--- src/rtl/match_controller_pkg.sv ---
// Shared types and constants for the fighting-match controller.
package match_controller_pkg;

  typedef logic [5:0] cmd_t;

  // One-hot command encoding {R,L,WAIT,JUMP,KICK,PUNCH}
  localparam cmd_t CMD_R     = 6'b100000;
  localparam cmd_t CMD_L     = 6'b010000;
  localparam cmd_t CMD_WAIT  = 6'b001000;
  localparam cmd_t CMD_JUMP  = 6'b000100;
  localparam cmd_t CMD_KICK  = 6'b000010;
  localparam cmd_t CMD_PUNCH = 6'b000001;

  typedef enum logic [2:0] {
    ST_IDLE       = 3'd0,
    ST_COUNTDOWN  = 3'd1,
    ST_FIGHT      = 3'd2,
    ST_ROUND_END  = 3'd3,
    ST_MATCH_OVER = 3'd4
  } state_e;

  typedef enum logic [1:0] {
    WIN_NONE  = 2'b00,
    WIN_LEFT  = 2'b01,
    WIN_RIGHT = 2'b10,
    WIN_DRAW  = 2'b11
  } winner_e;

  // A command is only legal when exactly one bit is set
  function automatic logic is_onehot(input cmd_t c);
    return (c != 6'd0) && ((c & (c - 6'd1)) == 6'd0);
  endfunction

endpackage

--- src/rtl/match_controller_if.sv ---
// Bundle of player commands/healths in and datapath controls/status out.
interface match_controller_if;
  import match_controller_pkg::*;

  logic       i_start;
  cmd_t       i_left_cmd;
  cmd_t       i_right_cmd;
  logic [1:0] i_left_health;
  logic [1:0] i_right_health;

  cmd_t       o_left_cmd_out;
  cmd_t       o_right_cmd_out;
  logic       o_step;
  logic       o_players_rst;
  logic [2:0] o_state;
  logic [5:0] o_round_timer;
  logic [2:0] o_round_num;
  logic [1:0] o_left_wins;
  logic [1:0] o_right_wins;
  logic [1:0] o_winner;
  logic       o_match_over;

  // Environment side: drives player inputs, observes controller outputs
  modport master (
    output i_start, i_left_cmd, i_right_cmd, i_left_health, i_right_health,
    input  o_left_cmd_out, o_right_cmd_out, o_step, o_players_rst, o_state,
           o_round_timer, o_round_num, o_left_wins, o_right_wins, o_winner,
           o_match_over
  );

  // Controller side
  modport slave (
    input  i_start, i_left_cmd, i_right_cmd, i_left_health, i_right_health,
    output o_left_cmd_out, o_right_cmd_out, o_step, o_players_rst, o_state,
           o_round_timer, o_round_num, o_left_wins, o_right_wins, o_winner,
           o_match_over
  );

endinterface

--- src/rtl/match_controller_step_ticker.sv ---
// Game-step divider: tick is high on the last count of each TICK_DIV window.
module match_controller_step_ticker #(
  parameter int TICK_DIV = 4
) (
  input  logic i_clk,
  input  logic i_rst,
  input  logic i_clr,
  output logic o_tick
);

  localparam int CNT_W = (TICK_DIV > 1) ? $clog2(TICK_DIV) : 1;
  localparam logic [CNT_W-1:0] LAST = CNT_W'(TICK_DIV - 1);

  logic [CNT_W-1:0] r_cnt;

  // Count modulo TICK_DIV, restarting at zero whenever the FSM changes phase
  always_ff @(posedge i_clk) begin
    if (i_rst) begin
      r_cnt <= '0;
    end else if (i_clr || (r_cnt == LAST)) begin
      r_cnt <= '0;
    end else begin
      r_cnt <= r_cnt + CNT_W'(1);
    end
  end

  assign o_tick = (r_cnt == LAST);

endmodule

--- src/rtl/match_controller.sv ---
// Best-of-N match sequencer: countdown, fight steps, round scoring, match result.
module match_controller
  import match_controller_pkg::*;
#(
  parameter int TICK_DIV        = 4,
  parameter int ROUND_STEPS     = 60,
  parameter int COUNTDOWN_STEPS = 3,
  parameter int WINS_TO_MATCH   = 2,
  parameter int MAX_ROUNDS      = 5
) (
  input  logic              i_clk,
  input  logic              i_rst,
  match_controller_if.slave bus
);

  localparam logic [3:0] CD_LAST  = 4'(COUNTDOWN_STEPS - 1);
  localparam logic [5:0] T_FULL   = 6'(ROUND_STEPS);
  localparam logic [1:0] W_TARGET = 2'(WINS_TO_MATCH);
  localparam logic [2:0] R_MAX    = 3'(MAX_ROUNDS);

  state_e     r_state, w_state_next;
  logic       w_tick, w_clr;
  logic [3:0] r_cd_cnt;
  logic       w_round_end, w_decided, w_enter_cd, w_fight_step;
  winner_e    w_round_res, w_final_winner;
  cmd_t       w_left_next, w_right_next;

  cmd_t       r_left_cmd_out, r_right_cmd_out, r_left_latch, r_right_latch;
  logic       r_step, r_players_rst, r_match_over;
  logic [5:0] r_round_timer;
  logic [2:0] r_round_num;
  logic [1:0] r_left_wins, r_right_wins;
  winner_e    r_winner;

  match_controller_step_ticker #(.TICK_DIV(TICK_DIV)) u_ticker (
    .i_clk  (i_clk),
    .i_rst  (i_rst),
    .i_clr  (w_clr),
    .o_tick (w_tick)
  );

  // Round outcome (KO before timeout) and whether the match is already decided
  always_comb begin
    w_round_end = 1'b0;
    w_round_res = WIN_NONE;
    if (r_state == ST_FIGHT) begin
      if ((bus.i_left_health == 2'd0) && (bus.i_right_health == 2'd0)) begin
        w_round_end = 1'b1;
        w_round_res = WIN_DRAW;
      end else if (bus.i_left_health == 2'd0) begin
        w_round_end = 1'b1;
        w_round_res = WIN_RIGHT;
      end else if (bus.i_right_health == 2'd0) begin
        w_round_end = 1'b1;
        w_round_res = WIN_LEFT;
      end else if (r_round_timer == 6'd0) begin
        w_round_end = 1'b1;
        if (bus.i_left_health > bus.i_right_health) begin
          w_round_res = WIN_LEFT;
        end else if (bus.i_right_health > bus.i_left_health) begin
          w_round_res = WIN_RIGHT;
        end else begin
          w_round_res = WIN_DRAW;
        end
      end else begin
        w_round_end = 1'b0;
      end
    end else begin
      w_round_end = 1'b0;
    end
    w_decided = (r_left_wins == W_TARGET) || (r_right_wins == W_TARGET) ||
                (r_round_num == R_MAX);
  end

  // State register
  always_ff @(posedge i_clk) begin
    if (i_rst) begin
      r_state <= ST_IDLE;
    end else begin
      r_state <= w_state_next;
    end
  end

  // Next-state logic
  always_comb begin
    w_state_next = r_state;
    case (r_state)
      ST_IDLE: begin
        if (bus.i_start) w_state_next = ST_COUNTDOWN;
        else             w_state_next = ST_IDLE;
      end
      ST_COUNTDOWN: begin
        if (w_tick && (r_cd_cnt == CD_LAST)) w_state_next = ST_FIGHT;
        else                                 w_state_next = ST_COUNTDOWN;
      end
      ST_FIGHT: begin
        if (w_round_end) w_state_next = ST_ROUND_END;
        else             w_state_next = ST_FIGHT;
      end
      ST_ROUND_END: begin
        if (w_tick && w_decided) w_state_next = ST_MATCH_OVER;
        else if (w_tick)         w_state_next = ST_COUNTDOWN;
        else                     w_state_next = ST_ROUND_END;
      end
      ST_MATCH_OVER: begin
        if (bus.i_start) w_state_next = ST_COUNTDOWN;
        else             w_state_next = ST_MATCH_OVER;
      end
      default: w_state_next = ST_IDLE;
    endcase
  end

  // Output/control decode feeding the registered outputs
  always_comb begin
    w_clr        = (w_state_next != r_state);
    w_enter_cd   = (w_state_next == ST_COUNTDOWN) && (r_state != ST_COUNTDOWN);
    w_fight_step = (r_state == ST_FIGHT) && !w_round_end && w_tick;
    w_left_next  = is_onehot(bus.i_left_cmd)  ? bus.i_left_cmd  : r_left_latch;
    w_right_next = is_onehot(bus.i_right_cmd) ? bus.i_right_cmd : r_right_latch;
    if (r_left_wins == W_TARGET)          w_final_winner = WIN_LEFT;
    else if (r_right_wins == W_TARGET)    w_final_winner = WIN_RIGHT;
    else if (r_left_wins > r_right_wins)  w_final_winner = WIN_LEFT;
    else if (r_right_wins > r_left_wins)  w_final_winner = WIN_RIGHT;
    else                                  w_final_winner = WIN_DRAW;
  end

  // Round bookkeeping: pulses, countdown progress, timer, round and win counters
  always_ff @(posedge i_clk) begin
    if (i_rst) begin
      r_players_rst <= 1'b0;
      r_step        <= 1'b0;
      r_match_over  <= 1'b0;
      r_cd_cnt      <= 4'd0;
      r_round_timer <= T_FULL;
      r_round_num   <= 3'd0;
      r_left_wins   <= 2'd0;
      r_right_wins  <= 2'd0;
      r_winner      <= WIN_NONE;
    end else begin
      r_players_rst <= w_enter_cd;
      r_step        <= w_fight_step;
      r_match_over  <= (w_state_next == ST_MATCH_OVER);
      if (w_enter_cd) begin
        r_cd_cnt <= 4'd0;
      end else if ((r_state == ST_COUNTDOWN) && w_tick) begin
        r_cd_cnt <= r_cd_cnt + 4'd1;
      end
      if (w_enter_cd) begin
        r_round_timer <= T_FULL;
        // A restart from MATCH_OVER clears the match before counting round one
        r_round_num   <= (r_state == ST_MATCH_OVER) ? 3'd1 : r_round_num + 3'd1;
      end else if (w_fight_step && (r_round_timer != 6'd0)) begin
        r_round_timer <= r_round_timer - 6'd1;
      end
      if (w_enter_cd && (r_state == ST_MATCH_OVER)) begin
        r_left_wins  <= 2'd0;
        r_right_wins <= 2'd0;
        r_winner     <= WIN_NONE;
      end else if (w_round_end) begin
        if ((w_round_res == WIN_LEFT) && (r_left_wins != W_TARGET))
          r_left_wins <= r_left_wins + 2'd1;
        if ((w_round_res == WIN_RIGHT) && (r_right_wins != W_TARGET))
          r_right_wins <= r_right_wins + 2'd1;
      end else if ((r_state == ST_ROUND_END) && (w_state_next == ST_MATCH_OVER)) begin
        r_winner <= w_final_winner;
      end
    end
  end

  // Command filter: latch last legal command, publish it on each game step
  always_ff @(posedge i_clk) begin
    if (i_rst) begin
      r_left_cmd_out  <= CMD_WAIT;
      r_right_cmd_out <= CMD_WAIT;
      r_left_latch    <= CMD_WAIT;
      r_right_latch   <= CMD_WAIT;
    end else if ((r_state == ST_FIGHT) && !w_round_end) begin
      if (w_tick) begin
        r_left_cmd_out  <= w_left_next;
        r_right_cmd_out <= w_right_next;
        r_left_latch    <= CMD_WAIT;
        r_right_latch   <= CMD_WAIT;
      end else begin
        r_left_latch    <= w_left_next;
        r_right_latch   <= w_right_next;
      end
    end else begin
      r_left_cmd_out  <= CMD_WAIT;
      r_right_cmd_out <= CMD_WAIT;
      r_left_latch    <= CMD_WAIT;
      r_right_latch   <= CMD_WAIT;
    end
  end

  assign bus.o_left_cmd_out  = r_left_cmd_out;
  assign bus.o_right_cmd_out = r_right_cmd_out;
  assign bus.o_step          = r_step;
  assign bus.o_players_rst   = r_players_rst;
  assign bus.o_state         = r_state;
  assign bus.o_round_timer   = r_round_timer;
  assign bus.o_round_num     = r_round_num;
  assign bus.o_left_wins     = r_left_wins;
  assign bus.o_right_wins    = r_right_wins;
  assign bus.o_winner        = r_winner;
  assign bus.o_match_over    = r_match_over;

endmodule

--- src/flat_wrapper.sv ---
// flat-port wrapper written by rule: the top's interface ports become plain ports
module match_controller_flat import match_controller_pkg::*;
#(
  parameter int TICK_DIV        = 4,
  parameter int ROUND_STEPS     = 60,
  parameter int COUNTDOWN_STEPS = 3,
  parameter int WINS_TO_MATCH   = 2,
  parameter int MAX_ROUNDS      = 5
)
  (i_clk, i_rst, bus_i_start, bus_i_left_cmd, bus_i_right_cmd, bus_i_left_health, bus_i_right_health, bus_o_left_cmd_out, bus_o_right_cmd_out, bus_o_step, bus_o_players_rst, bus_o_state, bus_o_round_timer, bus_o_round_num, bus_o_left_wins, bus_o_right_wins, bus_o_winner, bus_o_match_over);
  match_controller_if bus_i ();
  input  logic i_clk;
  input  logic i_rst;
  input wire logic [$bits(bus_i.i_start)-1:0] bus_i_start;
  input wire logic [$bits(bus_i.i_left_cmd)-1:0] bus_i_left_cmd;
  input wire logic [$bits(bus_i.i_right_cmd)-1:0] bus_i_right_cmd;
  input wire logic [$bits(bus_i.i_left_health)-1:0] bus_i_left_health;
  input wire logic [$bits(bus_i.i_right_health)-1:0] bus_i_right_health;
  output wire logic [$bits(bus_i.o_left_cmd_out)-1:0] bus_o_left_cmd_out;
  output wire logic [$bits(bus_i.o_right_cmd_out)-1:0] bus_o_right_cmd_out;
  output wire logic [$bits(bus_i.o_step)-1:0] bus_o_step;
  output wire logic [$bits(bus_i.o_players_rst)-1:0] bus_o_players_rst;
  output wire logic [$bits(bus_i.o_state)-1:0] bus_o_state;
  output wire logic [$bits(bus_i.o_round_timer)-1:0] bus_o_round_timer;
  output wire logic [$bits(bus_i.o_round_num)-1:0] bus_o_round_num;
  output wire logic [$bits(bus_i.o_left_wins)-1:0] bus_o_left_wins;
  output wire logic [$bits(bus_i.o_right_wins)-1:0] bus_o_right_wins;
  output wire logic [$bits(bus_i.o_winner)-1:0] bus_o_winner;
  output wire logic [$bits(bus_i.o_match_over)-1:0] bus_o_match_over;
  assign bus_i.i_start = bus_i_start;
  assign bus_i.i_left_cmd = bus_i_left_cmd;
  assign bus_i.i_right_cmd = bus_i_right_cmd;
  assign bus_i.i_left_health = bus_i_left_health;
  assign bus_i.i_right_health = bus_i_right_health;
  assign bus_o_left_cmd_out = bus_i.o_left_cmd_out;
  assign bus_o_right_cmd_out = bus_i.o_right_cmd_out;
  assign bus_o_step = bus_i.o_step;
  assign bus_o_players_rst = bus_i.o_players_rst;
  assign bus_o_state = bus_i.o_state;
  assign bus_o_round_timer = bus_i.o_round_timer;
  assign bus_o_round_num = bus_i.o_round_num;
  assign bus_o_left_wins = bus_i.o_left_wins;
  assign bus_o_right_wins = bus_i.o_right_wins;
  assign bus_o_winner = bus_i.o_winner;
  assign bus_o_match_over = bus_i.o_match_over;
  match_controller #(.TICK_DIV(TICK_DIV), .ROUND_STEPS(ROUND_STEPS), .COUNTDOWN_STEPS(COUNTDOWN_STEPS), .WINS_TO_MATCH(WINS_TO_MATCH), .MAX_ROUNDS(MAX_ROUNDS)) u_core (.i_clk(i_clk), .i_rst(i_rst), .bus(bus_i));
endmodule
--- config.mk ---
export PLATFORM = sky130hd
export DESIGN_NAME = match_controller_flat
export DESIGN_NICKNAME = d
export VERILOG_FILES = /design/src/rtl/match_controller_pkg.sv /design/src/rtl/match_controller_if.sv /design/src/rtl/match_controller_step_ticker.sv /design/src/rtl/match_controller.sv /design/src/flat_wrapper.sv
export SDC_FILE = /design/constraint.sdc
export NUM_CORES = 1
export LEC_CHECK = 0
export ABC_CLOCK_PERIOD_IN_PS = 1850
export CORE_UTILIZATION = 47
export DETAILED_ROUTE_END_ITERATION = 7
export GPL_ROUTABILITY_DRIVEN = 1
export GPL_TIMING_DRIVEN = 0
export PLACE_DENSITY = 0.77
export SETUP_SLACK_MARGIN = 0.4
export SLEW_MARGIN = 20
export SYNTH_ARGS = -nofsm -noshare
export SYNTH_HDL_FRONTEND = slang
export SYNTH_SLANG_ARGS = --single-unit
--- constraint.sdc ---
create_clock -name i_clk -period 1.85 [get_ports i_clk]
set_input_delay 0.37 -clock i_clk [delete_from_list [all_inputs] [get_ports i_clk]]
set_output_delay 0.37 -clock i_clk [all_outputs]
set_load 0.005 [all_outputs]
==> run_summary.xml <==
<?xml version="1.0" encoding="UTF-8"?>
<metrics>
  <group name="job">
    <metric name="maxCapViolations" unit="">0</metric>
  </group>
  <group name="worst_hold_path">
    <metric name="holdCritPathClass" unit="">input port to flip-flop</metric>
    <metric name="min_delay_path_depth" unit="">3</metric>
    <metric name="worst_hold_launch" unit="">bus_i_right_cmd[4]</metric>
  </group>
  <group name="synthesis">
    <metric name="synth_area" unit="sq um">2650</metric>
    <metric name="synth-async-reset-ratio" unit="%">0</metric>
    <metric name="syn-num-nets" unit="">339</metric>
    <metric name="synth.yosys.warnings" unit="">0</metric>
    <metric name="post_synth.cell_area_avg" unit="sq um">8.65</metric>
    <metric name="yosys.cell_types.count" unit="">61</metric>
    <metric name="synth-edff-count" unit="">0</metric>
    <metric name="netlist.area_leader.share" unit="%">38.6</metric>
    <metric name="ys_seq_elements" unit="">51</metric>
    <metric name="synth_top_cell_by_area" unit="">dfxtp_1</metric>
    <metric name="ys_seq_area_share" unit="%">38.6</metric>
    <metric name="main_area_contributors_after_synthesis" unit="">dfxtp_1 39%, ha_1 6.6%, nor2_1 5.1%</metric>
    <metric name="postSynthCellCount" unit="">306</metric>
    <metric name="most_used_dff_post_synth" unit="">dfxtp_1</metric>
  </group>
  <group name="clock_tree">
    <metric name="cts.reportedPaths.clkPinSlew" unit="ps">120</metric>
    <metric name="numClockSinks" unit="">51</metric>
    <metric name="number_of_buffers_inserted_during_clock_tree_synthesis" unit="">5</metric>
    <metric name="cts.htree.levels" unit="">2</metric>
    <metric name="clk_root_buffer_cell" unit="">clkbuf_8</metric>
    <metric name="clock_tree.buffer_depth" unit="">2</metric>
    <metric name="clock_tree_from_tritoncts" unit="">built</metric>
    <metric name="clk_latency" unit="ps">330</metric>
  </group>
  <group name="floorplanning">
    <metric name="io_pins" unit="">52</metric>
    <metric name="design.die.area" unit="sq um">5930</metric>
    <metric name="initial_core_util" unit="%">50.2</metric>
    <metric name="floorplan.die.width" unit="um">77.0</metric>
    <metric name="core_area" unit="sq um">5270</metric>
    <metric name="die_y" unit="um">77.0</metric>
    <metric name="rows" unit="">26</metric>
  </group>
  <group name="routing">
    <metric name="postRouteAntennaNets" unit="">0</metric>
    <metric name="routed_wl" unit="mm">9.55</metric>
    <metric name="viasPerCell" unit="">6.03</metric>
    <metric name="via_count" unit="">2954</metric>
    <metric name="initial_drc_count" unit="">196</metric>
    <metric name="first_pass_iters" unit="">4</metric>
    <metric name="drcViolationCount" unit="">0</metric>
    <metric name="average_detailed_routed_wire_length_per_instance" unit="um">19.5</metric>
  </group>
  <group name="sta">
    <metric name="layout_worst_path_cycle_share" unit="%">101</metric>
    <metric name="achievable-frequency" unit="GHz">0.537</metric>
    <metric name="finalHoldViolCount" unit="">0</metric>
    <metric name="grt_setup_unrepaired" unit="">yes</metric>
    <metric name="timing.final.ws_setup" unit="ps">-10.9</metric>
    <metric name="fin_skew" unit="ps">15.9</metric>
    <metric name="final_max_tran_viols" unit="">0</metric>
    <metric name="max-slew-margin-rel" unit="%">66.6</metric>
    <metric name="max_slew.worst_pin.slew" unit="ps">497</metric>
    <metric name="finalCriticalPeriod" unit="ps">1860</metric>
    <metric name="report.final.setup_viol" unit="">2</metric>
    <metric name="holdWs" unit="ps">373</metric>
  </group>
  <group name="setup_path">
    <metric name="critPathCaptureType" unit="">flip-flop</metric>
    <metric name="worst-setup-path-type" unit="">flip-flop to flip-flop</metric>
    <metric name="worstSetupStartpoint" unit="">u_core.bus.o_round_timer[2]$_SDFFE_PP1P_</metric>
    <metric name="critPathLaunchType" unit="">flip-flop</metric>
    <metric name="worst-path-max-fanout" unit="">5</metric>
    <metric name="critical_path.reg2reg.startpoint" unit="">u_core.bus.o_round_timer[2]$_SDFFE_PP1P_</metric>
    <metric name="critPathArrivalTime" unit="ps">2080</metric>
    <metric name="critPathRequiredTime" unit="ps">2060</metric>
    <metric name="worstRegToRegCells" unit="">6</metric>
  </group>
  <group name="final_layout">
    <metric name="nNetsFinal" unit="">452</metric>
    <metric name="total_of_fill_cells_in_the_finished_design" unit="">287</metric>
    <metric name="layout_stage_area_growth_over_the_synthesis_result" unit="%">69.9</metric>
    <metric name="finish.instance_area" unit="sq um">4500</metric>
    <metric name="antennaDiodeCount" unit="">0</metric>
    <metric name="finalCoreUtilization" unit="%">85.3</metric>
    <metric name="drive_gt1_share" unit="%">51.9</metric>
  </group>
  <group name="grt">
    <metric name="globalRouteOverflowTotal" unit="">0</metric>
    <metric name="antenna_found_initial" unit="">0</metric>
    <metric name="grt_max_degree" unit="">19</metric>
    <metric name="globalRouteTotalUtil" unit="%">25.5</metric>
    <metric name="grt_pass1_wl" unit="mm">12.2</metric>
    <metric name="grt_pass1_vias" unit="">2620</metric>
  </group>
  <group name="power">
    <metric name="power.switching_fraction" unit="%">29.4</metric>
    <metric name="net-switching-power" unit="mW">0.665</metric>
    <metric name="p_int" unit="mW">1.60</metric>
    <metric name="p_seq_share" unit="%">49.5</metric>
    <metric name="worst_ir_drop_vdd" unit="mV">0.485</metric>
    <metric name="leakage_power_of_the_design" unit="nW">1.84</metric>
    <metric name="share_clk_of_total_power" unit="%">31.5</metric>
    <metric name="pwr_density_cell" unit="nW/um^2">503</metric>
    <metric name="pwr-share-comb" unit="%">18.9</metric>
    <metric name="power_total" unit="mW">2.26</metric>
  </group>
  <group name="run_status">
    <metric name="failing_checks" unit="">setup timing</metric>
    <metric name="outcome" unit="">finished with violations</metric>
  </group>
  <group name="placement">
    <metric name="portBuffers" unit="">48</metric>
    <metric name="placed_cell_area" unit="sq um">3600</metric>
    <metric name="gp_congestion" unit="">0.807</metric>
    <metric name="pre_cts_setup_slack" unit="ps">-709</metric>
    <metric name="hpwl_after_detailed_placement" unit="mm">4.58</metric>
  </group>
</metrics>
-- placed cells by master, fill, tap and decap left out, drive strengths merged, types with 8 or more instances in the layout --
master and n:
clkbuf 12, buf 70, ha 14, o21ai 15
dlygate4sd2 27, nor2 36, a21oi 10, nor3 17
nand2 19, inv 18, nand3 8, dfxtp 51
-- final timing paths --
kind                            slack (ps)                                          to
worst max register to register         -10      u_core.bus.o_round_num[2]$_SDFFE_PP0P_
worst min-delay path                   370          u_core.r_right_latch[4]$_SDFF_PP0_
worst max-delay path                   -10      u_core.bus.o_round_num[2]$_SDFFE_PP0P_
worst min register to register         470  u_core.bus.o_right_cmd_out[5]$_SDFFE_PP0P_
-- cell families (layout without fill, tap and decap cells) --
group / Yosys count / count (layout) / synth area share (%)
DFF: 51 / 51 / 38.6
and+or+nand+nor: 128 / 128 / 25.5
muxes: 2 / 2 / 0.851
xor gates and xnor gates: 11 / 11 / 3.64
AOI/OAI and AO/OA: 72 / 73 / 20.3
buffers and inverters: 27 / 140 / 4.11
adders and majority gates: 15 / 15 / 7.04
-- registers in the layout (all words and copies together), names as in the netlist --
register	count
u_core.r_left_latch	6
u_core.bus.o_state	3
u_core.u_ticker.r_cnt	2
u_core.bus.o_step	1
u_core.bus.o_right_wins	2
u_core.bus.o_round_num	3
u_core.bus.o_left_wins	2
u_core.bus.o_players_rst	1
u_core.r_cd_cnt	4
u_core.r_right_latch	6
u_core.bus.o_left_cmd_out	6
u_core.bus.o_round_timer	6
u_core.bus.o_match_over	1
u_core.bus.o_right_cmd_out	6
u_core.bus.o_winner	2
-- timing repair --
action	CTS	global route
hold buffers	0	0
gates resized for setup	137	57
endpoints found under the setup margin	83	56
gates cloned	2	1
buffers inserted	40	15
pin swaps	30	27
-- synthesized netlist by cell type (5+ instances only) --
library cell and count:
xor2_1 5, and3_1 5, xnor2_1 6, and2_1 7, o21ai_0 9, nor2b_1 6
inv_1 17, nand2b_1 7, a21oi_1 10, nor3_1 17, a31oi_1 6, ha_1 14
buf_2 6, nand2_1 19, dfxtp_1 51, nand3_1 8, nor2_1 36
-- worst max-delay path, cell delays in order, from the launching register on --
cell	delay [ps]
dfxtp_4	370
or3_4	460
nor2_4	200
a221oi_4	100
buf_12	150
o311a_1	330
a21o_1	160
-- layout make-up --
class	count	area (sq um)	share of cell area, %
tap	70	87.6	1.95
buffer	10	113	2.50
sequential	51	1080	24.0
inverter	17	86.3	1.92
multi-input combinational	229	2120	47.1
timing repair buffer	105	913	20.3
clock buffer	5	68.8	1.53
clock inverter	3	28.8	0.640
-- stage by stage --
| step | TNS (ps) | std cells |
|---|---|---|
| 2_1_floorplan | 0 | 306 |
| 6_report | -17.7 | 490 |
| 4_1_cts | 0 | 474 |
| 3_5_place_dp | -23550 | 424 |
| 5_1_grt | -207 | 490 |
| 3_3_place_gp | -23370 | 424 |
-- power groups by stage --
| stage | registers, mW | clock network [mW] | logic [mW] |
|---|---|---|---|
| 4_1_cts | 1.12 | 0.707 | 0.363 |
| 6_report | 1.12 | 0.712 | 0.428 |
| 3_3_place_gp | 1.16 | 0 | 0.290 |
| 2_1_floorplan | 1.16 | 0 | 0.187 |
| 3_5_place_dp | 1.16 | 0 | 0.295 |
| 5_1_grt | 1.12 | 0.758 | 0.449 |
-- per-layer routing --
metal  wire, um  GRT usage (%)
met3        555           4.05
met5          0              0
met1       3650           29.1
met4        335           8.11
met2       5010           48.0
(Power assumes the default switching activity.)
